## src/rtl/aes_round_engine_pkg.sv

```systemverilog
// Shared AES types and tables for the round engine: S-box, GF(2^8) xtime,
// 16-byte state type and the engine FSM encoding.
package aes_round_engine_pkg;

    typedef logic [15:0][7:0] aes_state_t;

    typedef enum logic [1:0] {IDLE, LOAD, RUN, DONE} aes_eng_state_e;

    localparam logic [7:0] SBOX [256] = '{
        8'h63, 8'h7c, 8'h77, 8'h7b, 8'hf2, 8'h6b, 8'h6f, 8'hc5, 8'h30, 8'h01, 8'h67, 8'h2b, 8'hfe, 8'hd7, 8'hab, 8'h76,
        8'hca, 8'h82, 8'hc9, 8'h7d, 8'hfa, 8'h59, 8'h47, 8'hf0, 8'had, 8'hd4, 8'ha2, 8'haf, 8'h9c, 8'ha4, 8'h72, 8'hc0,
        8'hb7, 8'hfd, 8'h93, 8'h26, 8'h36, 8'h3f, 8'hf7, 8'hcc, 8'h34, 8'ha5, 8'he5, 8'hf1, 8'h71, 8'hd8, 8'h31, 8'h15,
        8'h04, 8'hc7, 8'h23, 8'hc3, 8'h18, 8'h96, 8'h05, 8'h9a, 8'h07, 8'h12, 8'h80, 8'he2, 8'heb, 8'h27, 8'hb2, 8'h75,
        8'h09, 8'h83, 8'h2c, 8'h1a, 8'h1b, 8'h6e, 8'h5a, 8'ha0, 8'h52, 8'h3b, 8'hd6, 8'hb3, 8'h29, 8'he3, 8'h2f, 8'h84,
        8'h53, 8'hd1, 8'h00, 8'hed, 8'h20, 8'hfc, 8'hb1, 8'h5b, 8'h6a, 8'hcb, 8'hbe, 8'h39, 8'h4a, 8'h4c, 8'h58, 8'hcf,
        8'hd0, 8'hef, 8'haa, 8'hfb, 8'h43, 8'h4d, 8'h33, 8'h85, 8'h45, 8'hf9, 8'h02, 8'h7f, 8'h50, 8'h3c, 8'h9f, 8'ha8,
        8'h51, 8'ha3, 8'h40, 8'h8f, 8'h92, 8'h9d, 8'h38, 8'hf5, 8'hbc, 8'hb6, 8'hda, 8'h21, 8'h10, 8'hff, 8'hf3, 8'hd2,
        8'hcd, 8'h0c, 8'h13, 8'hec, 8'h5f, 8'h97, 8'h44, 8'h17, 8'hc4, 8'ha7, 8'h7e, 8'h3d, 8'h64, 8'h5d, 8'h19, 8'h73,
        8'h60, 8'h81, 8'h4f, 8'hdc, 8'h22, 8'h2a, 8'h90, 8'h88, 8'h46, 8'hee, 8'hb8, 8'h14, 8'hde, 8'h5e, 8'h0b, 8'hdb,
        8'he0, 8'h32, 8'h3a, 8'h0a, 8'h49, 8'h06, 8'h24, 8'h5c, 8'hc2, 8'hd3, 8'hac, 8'h62, 8'h91, 8'h95, 8'he4, 8'h79,
        8'he7, 8'hc8, 8'h37, 8'h6d, 8'h8d, 8'hd5, 8'h4e, 8'ha9, 8'h6c, 8'h56, 8'hf4, 8'hea, 8'h65, 8'h7a, 8'hae, 8'h08,
        8'hba, 8'h78, 8'h25, 8'h2e, 8'h1c, 8'ha6, 8'hb4, 8'hc6, 8'he8, 8'hdd, 8'h74, 8'h1f, 8'h4b, 8'hbd, 8'h8b, 8'h8a,
        8'h70, 8'h3e, 8'hb5, 8'h66, 8'h48, 8'h03, 8'hf6, 8'h0e, 8'h61, 8'h35, 8'h57, 8'hb9, 8'h86, 8'hc1, 8'h1d, 8'h9e,
        8'he1, 8'hf8, 8'h98, 8'h11, 8'h69, 8'hd9, 8'h8e, 8'h94, 8'h9b, 8'h1e, 8'h87, 8'he9, 8'hce, 8'h55, 8'h28, 8'hdf,
        8'h8c, 8'ha1, 8'h89, 8'h0d, 8'hbf, 8'he6, 8'h42, 8'h68, 8'h41, 8'h99, 8'h2d, 8'h0f, 8'hb0, 8'h54, 8'hbb, 8'h16
    };

    function automatic logic [7:0] xtime(input logic [7:0] b);
        return {b[6:0], 1'b0} ^ (b[7] ? 8'h1b : 8'h00);
    endfunction

endpackage

```

## src/rtl/aes_round_engine_if.sv

```systemverilog
// Block-in / block-out handshakes plus the key-expander link of the round engine.
interface aes_round_engine_if;
    logic         in_valid;
    logic         in_ready;
    logic [127:0] in_block;
    logic         out_valid;
    logic         out_ready;
    logic [127:0] out_block;
    logic         key_load;
    logic [127:0] k_sch;
    logic [4:0]   key_avail;

    modport master (
        output in_valid, in_block, out_ready, k_sch, key_avail,
        input  in_ready, out_valid, out_block, key_load
    );

    modport slave (
        input  in_valid, in_block, out_ready, k_sch, key_avail,
        output in_ready, out_valid, out_block, key_load
    );
endinterface

```

## src/rtl/aes_mix_column.sv

```systemverilog
// AES MixColumns on one 32-bit column; byte 0 (row 0) sits in bits [7:0].
module aes_mix_column
    import aes_round_engine_pkg::*;
(
    input  logic [31:0] col_in,
    output logic [31:0] col_out
);
    logic [7:0] a0, a1, a2, a3;

    assign {a3, a2, a1, a0} = col_in;

    // 3*b is expressed as xtime(b) ^ b
    assign col_out[7:0]   = xtime(a0) ^ xtime(a1) ^ a1 ^ a2 ^ a3;
    assign col_out[15:8]  = a0 ^ xtime(a1) ^ xtime(a2) ^ a2 ^ a3;
    assign col_out[23:16] = a0 ^ a1 ^ xtime(a2) ^ xtime(a3) ^ a3;
    assign col_out[31:24] = xtime(a0) ^ a0 ^ a1 ^ a2 ^ xtime(a3);
endmodule

```

## src/rtl/aes_round_engine.sv

```systemverilog
// Iterative AES encryption, one round per clock, paced by the key expander.
// Optional key-sync error check: define AES_ROUND_ENGINE_KEYCHK_EN.
module aes_round_engine
    import aes_round_engine_pkg::*;
#(
    parameter int Nk = 4,
    parameter int Nr = Nk + 6
) (
    input  logic              clk,
    input  logic              rst_n,
    aes_round_engine_if.slave bus,
    output logic              busy,
    output logic              key_err
);
    localparam logic [4:0] LAST_RND = 5'(Nr);

    function automatic aes_state_t sub_bytes(input aes_state_t s);
        aes_state_t r;
        for (int i = 0; i < 16; i++) r[i] = SBOX[s[i]];
        return r;
    endfunction

    function automatic aes_state_t shift_rows(input aes_state_t s);
        aes_state_t r;
        for (int row = 0; row < 4; row++)
            for (int c = 0; c < 4; c++)
                r[row + 4*c] = s[row + 4*((c + row) % 4)];
        return r;
    endfunction

    aes_eng_state_e st_q, st_d;
    aes_state_t     st, sr, mc, rnd_out;
    logic [4:0]     rnd;
    logic           key_hit, last, key_load, out_valid;
    logic [127:0]   out_block;

    assign sr = shift_rows(sub_bytes(st));

    for (genvar c = 0; c < 4; c++) begin : g_mix
        aes_mix_column u_mix (.col_in(sr[4*c +: 4]), .col_out(mc[4*c +: 4]));
    end

    assign key_hit = bus.key_avail == rnd;
    assign last    = rnd == LAST_RND;
    assign rnd_out = (last ? sr : mc) ^ bus.k_sch;

    always_ff @(posedge clk or negedge rst_n) begin
        if (!rst_n) st_q <= IDLE;
        else        st_q <= st_d;
    end

    always_comb begin
        st_d = st_q;
        case (st_q)
            IDLE:    if (bus.in_valid)                st_d = LOAD;
            LOAD:    if (bus.key_avail == 5'd0)       st_d = RUN;
            RUN:     if (key_hit && last)             st_d = DONE;
            DONE:    if (bus.out_ready)               st_d = IDLE;
            default:                                  st_d = IDLE;
        endcase
    end

    // Round progress is gated purely on key_avail; a mismatch is a stall.
    always_ff @(posedge clk or negedge rst_n) begin
        if (!rst_n) begin
            st        <= '0;
            rnd       <= '0;
            key_load  <= 1'b0;
            out_valid <= 1'b0;
            out_block <= '0;
        end else begin
            case (st_q)
                IDLE: if (bus.in_valid) begin
                    st       <= bus.in_block;
                    key_load <= 1'b1;
                end
                LOAD: if (bus.key_avail == 5'd0) begin
                    st  <= st ^ bus.k_sch;
                    rnd <= 5'd1;
                end
                RUN: if (key_hit) begin
                    st  <= rnd_out;
                    rnd <= rnd + 5'd1;
                    if (last) begin
                        key_load  <= 1'b0;
                        out_valid <= 1'b1;
                        out_block <= rnd_out;
                    end
                end
                DONE: if (bus.out_ready) out_valid <= 1'b0;
                default: ;
            endcase
        end
    end

    assign bus.in_ready  = st_q == IDLE;
    assign bus.out_valid = out_valid;
    assign bus.out_block = out_block;
    assign bus.key_load  = key_load;
    assign busy          = st_q != IDLE;

`ifdef AES_ROUND_ENGINE_KEYCHK_EN
    // The restart code 16 also exceeds every round index, so one compare covers both.
    always_ff @(posedge clk or negedge rst_n) begin
        if (!rst_n)                                   key_err <= 1'b0;
        else if (st_q == RUN && bus.key_avail > rnd)  key_err <= 1'b1;
    end
`else
    assign key_err = 1'b0;
`endif

endmodule

```

## src/flat_wrapper.sv

```systemverilog
// flat-port wrapper written by rule: the top's interface ports become plain ports
module aes_round_engine_flat import aes_round_engine_pkg::*;
#(
    parameter int Nk = 4,
    parameter int Nr = Nk + 6
)
  (clk, rst_n, busy, key_err, bus_in_valid, bus_in_block, bus_out_ready, bus_k_sch, bus_key_avail, bus_in_ready, bus_out_valid, bus_out_block, bus_key_load);
  aes_round_engine_if bus_i ();
  input  logic clk;
  input  logic rst_n;
  output logic busy;
  output logic key_err;
  input wire logic [$bits(bus_i.in_valid)-1:0] bus_in_valid;
  input wire logic [$bits(bus_i.in_block)-1:0] bus_in_block;
  input wire logic [$bits(bus_i.out_ready)-1:0] bus_out_ready;
  input wire logic [$bits(bus_i.k_sch)-1:0] bus_k_sch;
  input wire logic [$bits(bus_i.key_avail)-1:0] bus_key_avail;
  output wire logic [$bits(bus_i.in_ready)-1:0] bus_in_ready;
  output wire logic [$bits(bus_i.out_valid)-1:0] bus_out_valid;
  output wire logic [$bits(bus_i.out_block)-1:0] bus_out_block;
  output wire logic [$bits(bus_i.key_load)-1:0] bus_key_load;
  assign bus_i.in_valid = bus_in_valid;
  assign bus_i.in_block = bus_in_block;
  assign bus_i.out_ready = bus_out_ready;
  assign bus_i.k_sch = bus_k_sch;
  assign bus_i.key_avail = bus_key_avail;
  assign bus_in_ready = bus_i.in_ready;
  assign bus_out_valid = bus_i.out_valid;
  assign bus_out_block = bus_i.out_block;
  assign bus_key_load = bus_i.key_load;
  aes_round_engine #(.Nk(Nk), .Nr(Nr)) u_core (.clk(clk), .rst_n(rst_n), .bus(bus_i), .busy(busy), .key_err(key_err));
endmodule
```

## config.mk

```make
export PLATFORM = sky130hd
export DESIGN_NAME = aes_round_engine_flat
export DESIGN_NICKNAME = d
export VERILOG_FILES = /design/src/rtl/aes_round_engine_pkg.sv /design/src/rtl/aes_round_engine_if.sv /design/src/rtl/aes_mix_column.sv /design/src/rtl/aes_round_engine.sv /design/src/flat_wrapper.sv
export SDC_FILE = /design/constraint.sdc
export NUM_CORES = 2
export LEC_CHECK = 0
export BUFFER_PORTS_ARGS = -buffer_cell sky130_fd_sc_hd__buf_2
export CORE_ASPECT_RATIO = 0.8
export CORE_UTILIZATION = 35
export DETAILED_ROUTE_END_ITERATION = 6
export PLACE_DENSITY = 0.6
export SETUP_SLACK_MARGIN = 0.5
export SLEW_MARGIN = 20
export SYNTH_ARGS = -nofsm -noshare
export SYNTH_HDL_FRONTEND = slang
export SYNTH_SLANG_ARGS = --single-unit
```

## constraint.sdc

```tcl
create_clock -name clk -period 4.58 [get_ports clk]
set_input_delay 1.145 -clock clk [delete_from_list [all_inputs] [get_ports clk]]
set_output_delay 1.145 -clock clk [all_outputs]
set_load 0.01 [all_outputs]
```

Word-level counts from Yosys, hierarchy flattened. Memories as Yosys holds them, arrays and structs flattened. Cells that the tools add are included. W data, S select, Z words.

Reduce and logical (&&, ||, !) cells: 14. Add/subtract/negate cells: 1. Order comparisons: 16. Muxes and demuxes: 69. Equality and inequality tests: 11. Bitwise operators: 98.

Operators with widths (count): $xor A8 B8 Y8 (68); $mux W128 (4); $pmux W128 S3 (1); $mux W8 (32); $xor A128 B128 Y128 (2); $ge A9 B9 Y1 const B (16); $not A8 Y9 (16); $xor A8 B5 Y8 (12); $mux W5 (18); $reduce_and A4 Y1 (4); $pmux W5 S2 (1); $mux W2 (4); $ne A2 B1 Y1 const B (4); $pmux W2 S4 (1); $reduce_bool A2 Y1 (4); $mux W1 (6); $reduce_and A3 Y1 (2); $add A5 B1 Y5 const B (1); $eq A5 B4 Y1 const B (1); $eq A5 B5 Y1 (1); $logic_not A5 Y1 (1); $eq A2 B2 Y1 const B (2); $ne A2 B2 Y1 const B (2); $pmux W1 S2 (2); 4 further kinds (4).

Bits of input ports: 265. Memory bits (read-only): 32768. Word-level logic and storage cells: 246. Output and inout port bits: 133. Register bits after elaboration: 265. Memories kept: 16.

Memory list: (no name shown) (words 256, width 8, read ports 1, clocked after Yosys merged registers in 0, write ports 0, line aes_round_engine.sv:19) `for (int i = 0; i < 16; i++) r[i] = SBOX[s[i]];`; (no name shown) (words 256, width 8, read ports 1, clocked after Yosys merged registers in 0, write ports 0, line aes_round_engine.sv:19); (no name shown) (words 256, width 8, read ports 1, clocked after Yosys merged registers in 0, write ports 0, line aes_round_engine.sv:19); (no name shown) (words 256, width 8, read ports 1, clocked after Yosys merged registers in 0, write ports 0, line aes_round_engine.sv:19); (no name shown) (words 256, width 8, read ports 1, clocked after Yosys merged registers in 0, write ports 0, line aes_round_engine.sv:19); (no name shown) (words 256, width 8, read ports 1, clocked after Yosys merged registers in 0, write ports 0, line aes_round_engine.sv:19); 10 more memories.

Depth between registers and ports, before layout.
Word-level depth: 14. Depth in mapped cells: 18. Mapped depth without buffers: 13.

Modules after synthesis. From an unflattened synthesis, not the netlist that was laid out.

Cells, all modules: 11139. Area total of the unflattened synthesis: 78695.5 um2.

By module, submodules not included: aes_round_engine (instances 1, sequential area each 6631.4 um2, cells each 10799, area an instance 73395.4 um2); aes_mix_column (instances 4, sequential area each 0.0 um2, cells each 85, area an instance 1325.0 um2).

Worst setup path after synthesis. No wires, ideal clock.

Kind: register to register. From: reg u_core.st[64] (netlist bit). To: reg u_core.st[87] (netlist bit). Library setup time: 0.118 ns. Slack: 0.096 ns. Stages on the path, launching flop included: 18. Clock period less this slack: 4.484 ns. Buffers on the path: 4. Arrival time: 4.366 ns. Required time: 4.462 ns. Cell sequence: dfrtp_1 > clkbuf_1 > clkbuf_1 > inv_1 > ha_1 > clkbuf_1 > nor2b_1 > nor2_1 > mux4_2 > a211oi_1 > nor3_1 > or3_1 > and2_1 > buf_2 > xnor3_1 > a222oi_1 > a21oi_1 > a21o_1.

Cells in the longest elaborated chain, start to end: 12.

Ends and longest elaborated chain: start: declaration (line aes_round_engine.sv:32) `aes_state_t st, sr, mc, rnd_out;`; start signal: assignment (line aes_round_engine.sv:74) `st <= bus.in_block;`; start signal: assignment (line aes_round_engine.sv:78) `st <= st ^ bus.k_sch;`; start signal: assignment (line aes_round_engine.sv:82) `st <= rnd_out;`; $not A8 Y9 (implied by the code) (line aes_round_engine.sv:19); $mem_v2 Z256 W8; $mux W8 (implied by the code) (2 in a row) (line aes_round_engine.sv:19); $xor A8 B8 Y8 (4 in a row) (line aes_mix_column.sv:15) `assign col_out[23:16] = a0 ^ a1 ^ xtime(a2) ^ xtime(a3) ^ a3;`; $mux W128 (line aes_round_engine.sv:45) `assign rnd_out = (last ? sr : mc) ^ bus.k_sch;`; $xor A128 B128 Y128 (line aes_round_engine.sv:45); $mux W128 (line aes_round_engine.sv:81) `RUN: if (key_hit) begin`; $pmux W128 S3 (line aes_round_engine.sv:72) `case (st_q)`.

Every way passes these cells. The select of a mux whose other input is x is not followed. A chain may end at the register's enable or synchronous reset.

Worst setup path after layout.
From: reg u_core.st[9] (netlist bit). To: reg u_core.st[101] (netlist bit).

Cells in the longest elaborated chain, start to end: 13.

Ends and longest elaborated chain: $not A8 Y9 (implied by the code) (*) (line aes_round_engine.sv:19); $mem_v2 Z256 W8 (*); $mux W8 (implied by the code) (*) (2 in a row) (line aes_round_engine.sv:19); $xor A8 B5 Y8 (line aes_round_engine_pkg.sv:29) `return {b[6:0], 1'b0} ^ (b[7] ? 8'h1b : 8'h00);`; $xor A8 B8 Y8 (line aes_mix_column.sv:13) `assign col_out[7:0] = xtime(a0) ^ xtime(a1) ^ a1 ^ a2 ^ a3;`; $xor A8 B8 Y8 (*) (3 in a row) (line aes_mix_column.sv:13); $mux W128 (*) (line aes_round_engine.sv:45); $xor A128 B128 Y128 (*) (line aes_round_engine.sv:45); $mux W128 (*) (line aes_round_engine.sv:81); $pmux W128 S3 (*) (line aes_round_engine.sv:72).

Every way passes the cells marked *; elsewhere a longest branch is shown, timed or not. The select of a mux whose other input is x is not followed.

==> impl_metrics.toml <==
[placed_design]
place.gp.congestion = 1.06
port_buffers = 396
dpl_cell_area_mm2 = 0.0850
hpwl_mm = 369

[logic_synthesis]
synth.avg_cell_area_um2 = 7.16
yosysSeqAreaShare = 0.0884
synthTopCellsByCount = "nand2_1, o21ai_0, a21oi_1"
synth_top_area_frac = 0.0884
syn_inst = 10500
syn_area_mm2 = 0.0750
ys_seq_elements = 265
syn_nets = 11000
yosysWarnings = 0
yosys.area.top_type = "dfrtp_1"
synth_edf_count = 0
async_flop_share = 1.00
ys_types = 121
ys_top_cells_by_area = "dfrtp_1, mux4_2, o21ai_0"
synth_ff_type = "dfrtp_1"
yosysMostFrequentCell = "nand2_1"

[global_routing]
grt_start_max_net_pins = 132
antenna_found_initial = 37
grt_use_total = 0.430
grt_pass1_wl_mm = 689
grt_overflow_total = 0
first_global_vias = 89800

[clock_network]
cts_inserted_buffers = 41
cts_tree = "built"
clkTransAtPathRegs_ns = 0.06
clk_path_buf_depth = 3
clk_latency_ns = 0.65
clock-sinks = 265
htreeDepth = 2
root_buffer = "clkbuf_16"

[sta]
fmax_mhz = 237
tightestPinTransition_ns = 1.28
period_minus_slack_ns = 4.22
setup_viol = 0
final.period_utilization = 0.922
clock_skew_ns = 0.0320
rsz0062_at_grt = "yes"
slew_headroom = 0.138
finalHoldViolCount = 0
slew_violations = 0

[finish]
nNetsFinal = 11500
nFillCells = 21900
drive_above_1_share = 0.275
area_delta_synth_final_pct = 22.7
design_area_mm2 = 0.0920

[floorplan]
die_x_um = 519
die-area_mm2 = 0.216
rows = 151
coreArea_mm2 = 0.212
start_util = 0.353
die_height_um = 416
io_pins = 398

[outcome]
status = "finished clean"

[flow_run]
maxCapViolations = 0

[worst_setup_path]
critPathMaxFanout = 10
cp.arrival_ns = 4.73
timing.critical_path.from_type = "flop"
worstSetupPathType = "flop to flop"
end_kind = "flop"
cp.required_ns = 5.09
ff2ff_setup_slack_ns = 0.36

[drt]
vias_per_cell = 7.10
wirelength_mm = 495
firstDrtPassIters = 7
drtIter0Drc = 17500
num_vias = 98600
final_antenna_net_count = 0
wl_per_cell_um = 35.7
route.detailed.drc = 0

[hold_path]
hold_path_class = "input port to async pin"
-- what timing repair did --
| action | 4_1_cts | 5_1_grt |
|---|---|---|
| hold buffers | 0 | 0 |
| gates resized for setup | 273 | 559 |
| setup endpoints to repair | 133 | 149 |
| gates cloned | 2 | 4 |
| setup buffers | 49 | 125 |
| endpoints found under the hold margin | 0 | 0 |
| pin swaps | 31 | 106 |
-- metal layers --
layer	vias up	GRT usage	wire, µm
met2	8288	0.596	197000
met4	26	0.234	32500
met1	48200	0.587	198000
met3	1461	0.134	67700
li1	40600	-	-
met5	-	0.00244	250
-- placed cells by master, fill, tap and decap left out, drive strengths merged, types with 165 or more instances in the layout --
cell type and n:
nor2b 302, a31oi 241, nand2b 327, dfrtp 265, a21oi 746, xor2 280, buf 1733, nand3 337
o21ai 853, o311ai 165, ha 232, a211oi 223, inv 168, nor2 644, xnor2 468, nor3 379
nand2 852, mux4 276
-- final timing paths --
| kind | to | cells past startpoint | start |
|---|---|---|---|
| setup / recovery | u_core.st[101] | 15 | u_core.st[9] |
| max in group asynchronous | u_core.st[3] | 2 | rst_n |
| hold / removal | u_core.st[99] | 1 | rst_n |
| setup reg to reg | u_core.st[101] | 15 | u_core.st[9] |
| min in group clk | u_core.bus.out_block[120] | 2 | u_core.bus.out_block[120] |
| hold reg to reg | u_core.bus.out_block[120] | 2 | u_core.bus.out_block[120] |
-- metrics by stage --
| stage | setup TNS [ns] | worst slack, ns | hold slack, ns | cells | utilization |
|---|---|---|---|---|---|
| floorplan | 0 | 0.446 | 0.516 | 10500 | - |
| global placement | -1.47 | -0.395 | 0.460 | 13600 | 0.400 |
| detailed placement | -1.04 | -0.257 | 0.465 | 13600 | 0.400 |
| CTS | 0 | 0.403 | 0.437 | 13700 | 0.415 |
| global route | 0 | 0.319 | 0.471 | 13900 | 0.433 |
| finish | 0 | 0.356 | 0.450 | 13900 | 0.433 |
-- critical path, cell delays in order (launching register included) --
cell	delay, ns
dfrtp_2	0.44
buf_4	0.20
ha_2	0.28
nor2b_4	0.25
o21ai_2	0.15
mux4_2	0.47
a222oi_1	0.64
a21boi_4	0.31
buf_12	0.14
buf_6	0.10
buf_6	0.09
xor2_2	0.12
xnor3_1	0.26
o211ai_1	0.23
a21oi_2	0.10
o31a_1	0.31
-- state kept, by name, summed over array words and instances (netlist names) --
register / flops
u_core.bus.key_load: 1
u_core.bus.out_block: 128
u_core.bus.out_valid: 1
u_core.rnd: 5
u_core.st: 128
u_core.st_q: 2
-- area by class of cell --
| class | count | area [µm²] | area share |
|---|---|---|---|
| sequential | 265 | 6770 | 0.0736 |
| antenna | 22 | 55.1 | 0.000598 |
| inverter | 202 | 821 | 0.00892 |
| clock inverter | 21 | 214 | 0.00233 |
| tap | 2830 | 3540 | 0.0385 |
| timing repair buffer | 1739 | 13900 | 0.152 |
| multi-input combinational | 8752 | 65500 | 0.712 |
| clock buffer | 54 | 1170 | 0.0128 |
-- cells by family (layout without fill, tap and decap cells) --
family,after synthesis,after routing,synth area share
compound gates,3794,3794,0.348
simple gates,3441,3441,0.229
buf+inv,1451,2016,0.0834
xor+xnor,770,770,0.0955
mux,513,513,0.117
flops,265,265,0.0884
fa+ha+maj,233,233,0.0388
other cells,1,23,0.0000500
Power is not shown: default switching activity piles up to over one toggle a cycle in this logic, so the estimate is an artifact.
